### src/rtl/delay_line_pkg.sv
// rtl/delay_line_pkg.sv - shared width helper for the delay blocks
package delay_line_pkg;

  // Ceiling log2, never below 1, so a select port always has at least one bit.
  function automatic int clog2(input int value);
    int width;
    width = 1;
    while ((1 << width) < value) width++;
    return width;
  endfunction

endpackage

### src/rtl/delay_line_if.sv
// rtl/delay_line_if.sv - control, data and status bundle of the delay line
interface delay_line_if #(
  parameter int N = 8,
  parameter int D = 4
);
  import delay_line_pkg::*;

  localparam int SW = clog2(D + 1);

  logic          en;
  logic          flush;
  logic [SW-1:0] sel;
  logic [N-1:0]  d;
  logic          vin;
  logic [N-1:0]  q;
  logic          vout;
  logic          primed;

  modport master (
    output en, flush, sel, d, vin,
    input  q, vout, primed
  );

  modport slave (
    input  en, flush, sel, d, vin,
    output q, vout, primed
  );
endinterface

### src/rtl/dly_stage.sv
// rtl/dly_stage.sv - one enabled, flushable register stage of the delay line
module dly_stage #(
  parameter int W = 9
) (
  input  logic         clk,
  input  logic         clr_n,
  input  logic         en,
  input  logic         flush,
  input  logic [W-1:0] d,
  output logic [W-1:0] q
);

  // Flush wins over enable so data presented on a flush edge is discarded.
  always_ff @(posedge clk or negedge clr_n) begin
    if (!clr_n) begin
      q <= '0;
    end else if (flush) begin
      q <= '0;
    end else if (en) begin
      q <= d;
    end
  end

endmodule

### src/rtl/delay_line.sv
// rtl/delay_line.sv - selectable-depth data/valid delay line with fill tracking
module delay_line
  import delay_line_pkg::*;
#(
  parameter int N = 8,
  parameter int D = 4
) (
  input  logic         clk,
  input  logic         clr_n,
  delay_line_if.slave  bus
);

  localparam int            SW      = clog2(D + 1);
  localparam logic [SW-1:0] SEL_MAX = SW'(D);

  // Each stage carries {valid, data}; the valid bit rides along with its data.
  logic [N:0]    stage_q [D];
  logic [SW-1:0] sel_eff;
  logic [SW-1:0] fill;

  for (genvar i = 0; i < D; i++) begin : g_stage
    logic [N:0] stage_d;
    if (i == 0) begin : g_head
      assign stage_d = {bus.vin, bus.d};
    end else begin : g_link
      assign stage_d = stage_q[i-1];
    end
    dly_stage #(.W(N + 1)) u_stage (
      .clk   (clk),
      .clr_n (clr_n),
      .en    (bus.en),
      .flush (bus.flush),
      .d     (stage_d),
      .q     (stage_q[i])
    );
  end

  // Clamp the requested depth into 1..D; the clamped value drives tap and primed.
  always_comb begin
    sel_eff = bus.sel;
    if (bus.sel == '0) begin
      sel_eff = SW'(1);
    end else if (bus.sel > SEL_MAX) begin
      sel_eff = SEL_MAX;
    end
  end

  // Tap mux: output follows stage[sel_eff-1] with no register, so sel changes act at once.
  always_comb begin
    bus.q    = '0;
    bus.vout = 1'b0;
    for (int i = 0; i < D; i++) begin
      if (sel_eff == SW'(i + 1)) begin
        {bus.vout, bus.q} = stage_q[i];
      end
    end
  end

  // Fill counter counts enabled shifts since reset/flush and saturates at D.
  always_ff @(posedge clk or negedge clr_n) begin
    if (!clr_n) begin
      fill <= '0;
    end else if (bus.flush) begin
      fill <= '0;
    end else if (bus.en && (fill != SEL_MAX)) begin
      fill <= fill + SW'(1);
    end
  end

  assign bus.primed = (fill >= sel_eff);

endmodule

### src/flat_wrapper.sv
// flat-port wrapper written by rule: the top's interface ports become plain ports
module delay_line_flat import delay_line_pkg::*;
#(
  parameter int N = 8,
  parameter int D = 4
)
  (clk, clr_n, bus_en, bus_flush, bus_sel, bus_d, bus_vin, bus_q, bus_vout, bus_primed);
  delay_line_if #(.N(N), .D(D)) bus_i ();
  input  logic clk;
  input  logic clr_n;
  input wire logic [$bits(bus_i.en)-1:0] bus_en;
  input wire logic [$bits(bus_i.flush)-1:0] bus_flush;
  input wire logic [$bits(bus_i.sel)-1:0] bus_sel;
  input wire logic [$bits(bus_i.d)-1:0] bus_d;
  input wire logic [$bits(bus_i.vin)-1:0] bus_vin;
  output wire logic [$bits(bus_i.q)-1:0] bus_q;
  output wire logic [$bits(bus_i.vout)-1:0] bus_vout;
  output wire logic [$bits(bus_i.primed)-1:0] bus_primed;
  assign bus_i.en = bus_en;
  assign bus_i.flush = bus_flush;
  assign bus_i.sel = bus_sel;
  assign bus_i.d = bus_d;
  assign bus_i.vin = bus_vin;
  assign bus_q = bus_i.q;
  assign bus_vout = bus_i.vout;
  assign bus_primed = bus_i.primed;
  delay_line #(.N(N), .D(D)) u_core (.clk(clk), .clr_n(clr_n), .bus(bus_i));
endmodule
### config.mk
export PLATFORM = sky130hd
export DESIGN_NAME = delay_line_flat
export DESIGN_NICKNAME = d
export VERILOG_FILES = /design/src/rtl/delay_line_pkg.sv /design/src/rtl/delay_line_if.sv /design/src/rtl/dly_stage.sv /design/src/rtl/delay_line.sv /design/src/flat_wrapper.sv
export SDC_FILE = /design/constraint.sdc
export NUM_CORES = 1
export LEC_CHECK = 0
export ABC_AREA = 1
export CORE_ASPECT_RATIO = 0.7
export CORE_MARGIN = 2
export CORE_UTILIZATION = 36
export DETAILED_ROUTE_END_ITERATION = 7
export PLACE_DENSITY = 0.53
export SYNTH_ARGS = -nofsm -noshare
export SYNTH_HDL_FRONTEND = slang
export SYNTH_SLANG_ARGS = --single-unit
### constraint.sdc
create_clock -name clk -period 1.5 [get_ports clk]
set_input_delay 0.15 -clock clk [delete_from_list [all_inputs] [get_ports clk]]
set_output_delay 0.15 -clock clk [all_outputs]
set_load 0.005 [all_outputs]
==> flow_summary_export.csv <==
group,metric,value,unit
route,antenna_left,0,
worst_setup_path,path_cells,"inv_2 > ha_4 > nor2_2 > nand2_1 > nand3_1 > nand2_1 > clkbuf_2",
flow_run,max_cap_viol_count,0,
worst_setup_path,endpoint_kind,"primary output",
synth,syn_nets,240,
clock_tree,clkTransAtPathRegs,0.08,ns
power,comb_power_share,15.7,%
power,power_frac_seq,51.9,%
floorplanning,boundaryPins,26,
sta,fmax,691,MHz
worst_setup_path,critPathRequiredTime,1.35,ns
worst_setup_path,slowest_delay,0.39,ns
clock_tree,worstSkewPairLatency,0.28,ns
floorplanning,die_h,65.8,um
sta,skew,0.00440,ns
synth,syn-cell-area,1970,sq um
synth,synth_warnings,0,
status,status,"complete, no violations",
worst_setup_path,critPathArrivalTime,1.30,ns
layout,mostFrequentLayoutCell,"dfrtp_1",
clock_tree,root_buffer,"clkbuf_8",
floorplanning,floorplan.core_area,5260,sq um
synth,postSynthAreaPerCell,8.94,sq um
layout,drive_gt1_share,18.6,%
placement,port_buffers,25,
sta,post-route-period-util,96.5,%
floorplanning,die_x,92.3,um
route,drc,0,
min_path,holdCritPathClass,"in -> async",
sta,worstMarginPinSlew,0.401,ns
power,cellPowerDensity,846,nW/um^2
power,p_clk_share,32.4,%
worst_setup_path,startpoint_type,"flop",
sta,rsz0062_at_grt,"yes",
global_route,grt_use_total,17.8,%
worst_setup_path,cp_slowest_cell,"dfrtp_1",
clock_tree,cts_sinks,39,
global_route,grt_pass1_vias,1688,
power,p_leak,0.00116,uW
layout,multi_input_area,759,sq um
sta,finalHoldViolations,0,
sta,fin_crit,1.45,ns
route,vias,1717,
power,ir_worst_vdd,0.426,mV
sta,setup_viol_count_final,0,
placement,dp_hpwl,3450,um
synth,yosysSeqAreaShare,49.6,%
worst_setup_path,critPathKind,"reg -> out",
route,routed_via_density,5.11,
worst_setup_path,cp_num_buf_inv,2,
placement,place_congestion,0.806,
synth,synth.ff_latch_count,39,
clock_tree,clockBufferDepth,2,
global_route,grt_pass1_wl,8300,um
route,dr.pass1.iters,4,
global_route,antenna_found_initial,0,
power,switchingPower,571,uW
power,switching_share,26.9,%
clock_tree,cts_made_buffers,5,
layout,diodes,0,
layout,seq_area,976,sq um
layout,syn_to_final_growth,27.6,%
worst_setup_path,crit_family,"flip-flops",
global_route,grt_max_degree,28,
worst_setup_path,r2r_setup_slack,0.28,ns
route,wirelength,4920,um
sta,setup_slack,0.0521,ns
route,wl_per_cell,14.6,um
global_route,overflow,0,
layout,finalNetCount,283,
floorplanning,num_rows,22,
route,drt_iter0_markers,56,
sta,slew_viol_final,0,
sta,max_slew_margin,73.3,%
power,intPower,1550,uW
floorplanning,die-area,6080,sq um
clock_tree,htree_levels,2,
layout,fill_cells,516,
placement,dp_slack,-0.437,ns
worst_setup_path,worstPathMaxFanout,2,
synth,netlist_instances,220,
placement,place_area,2380,sq um
layout,fin_area,2510,sq um
layout,layout_common_cells,"39 x dfrtp_1, 32 x nand4_1, 30 x inv_1",
synth,ys_types,21,
floorplanning,initial_utilization,37.4,%
worst_setup_path,cp_common_cell,"nand2_1",
clock_tree,cts_tree,"built",
[sequential cells by signal, indices dropped and copies added (netlist names)]
register,cells
u_core.g_stage.u_stage.q,36
u_core.fill,3
[metal layers]
layer	wire, um	GRT usage, %	vias up
met3	219	4.10	6
li1	-	-	855
met4	51	5.41	0
met1	2560	26.2	807
met5	0	0	-
met2	2090	25.9	49
[power by group through the flow]
stage / sequential (uW) / clock, uW / combinational, uW
4_1_cts: 1100 / 701 / 331
6_report: 1100 / 689 / 333
3_5_place_dp: 1120 / 0 / 325
3_3_place_gp: 1120 / 0 / 325
5_1_grt: 1110 / 761 / 369
2_1_floorplan: 1120 / 0 / 166
[final cells by class]
type	count	share of cell area, %
sequential	39	38.9
tap	72	3.59
multi-input combinational	129	30.3
timing repair buffer	51	18.5
inverter	37	5.53
clock inverter	1	0.199
clock buffer	7	3.04
[synth_stat cells (all sizes together)]
cell type / instances / area [sq um]
dfrtp: 39 / 976
inv: 37 / 139
nand4: 32 / 200
nand2: 28 / 118
nand3: 24 / 120
o21ai: 18 / 90.1
o22ai: 18 / 113
buf: 14 / 118
ha: 4 / 50.1
a21oi: 2 / 21.3
nor2: 2 / 10.0
clkbuf: 1 / 3.75
xor2: 1 / 8.76
[logic make-up after synthesis]
kind of cell               count (synthesis)  share of synthesized area, %
adders and majority gates                  4                          2.54
DFF                                       39                          49.6
AOI/OAI and AO/OA                         38                          11.4
buffers and inverters                     52                          13.2
xor gates and xnor gates                   1                         0.445
and+or+nand+nor                           86                          22.8
[final timing paths]
kind / from / endpoint / cells after the start
worst min-delay path: clr_n / u_core.g_stage[2].u_stage.q[6] / 2
worst max-delay path: u_core.fill[0] / bus_primed / 7
worst max register to register: u_core.fill[0] / u_core.fill[0] / 7
min in group clk: bus_d[7] / u_core.g_stage[0].u_stage.q[7] / 3
worst min register to register: u_core.g_stage[3].u_stage.q[1] / u_core.g_stage[3].u_stage.q[1] / 2
max in group asynchronous: clr_n / u_core.g_stage[2].u_stage.q[3] / 3
[what timing repair did]
item,4_1_cts,5_1_grt
buffers inserted,2,0
hold buffers,1,0
endpoints found under the hold margin,16,0
setup endpoints to repair,10,1
gates resized for setup,26,3
pin swaps,1,4
[stage by stage]
step,hold slack (ns),setup TNS (ns),instances,power (uW),utilization [%]
after floorplan,-0.146,0,220,1280,-
after global placement,0.112,-4.01,325,1450,45.2
after detailed placement,0.101,-3.97,325,1450,45.2
after CTS,0.325,-0.0800,336,2130,47.5
after global routing,0.350,-0.0360,336,2240,47.7
final,0.317,0,336,2120,47.7
No activity file was read; power rests on OpenSTA's default activity.
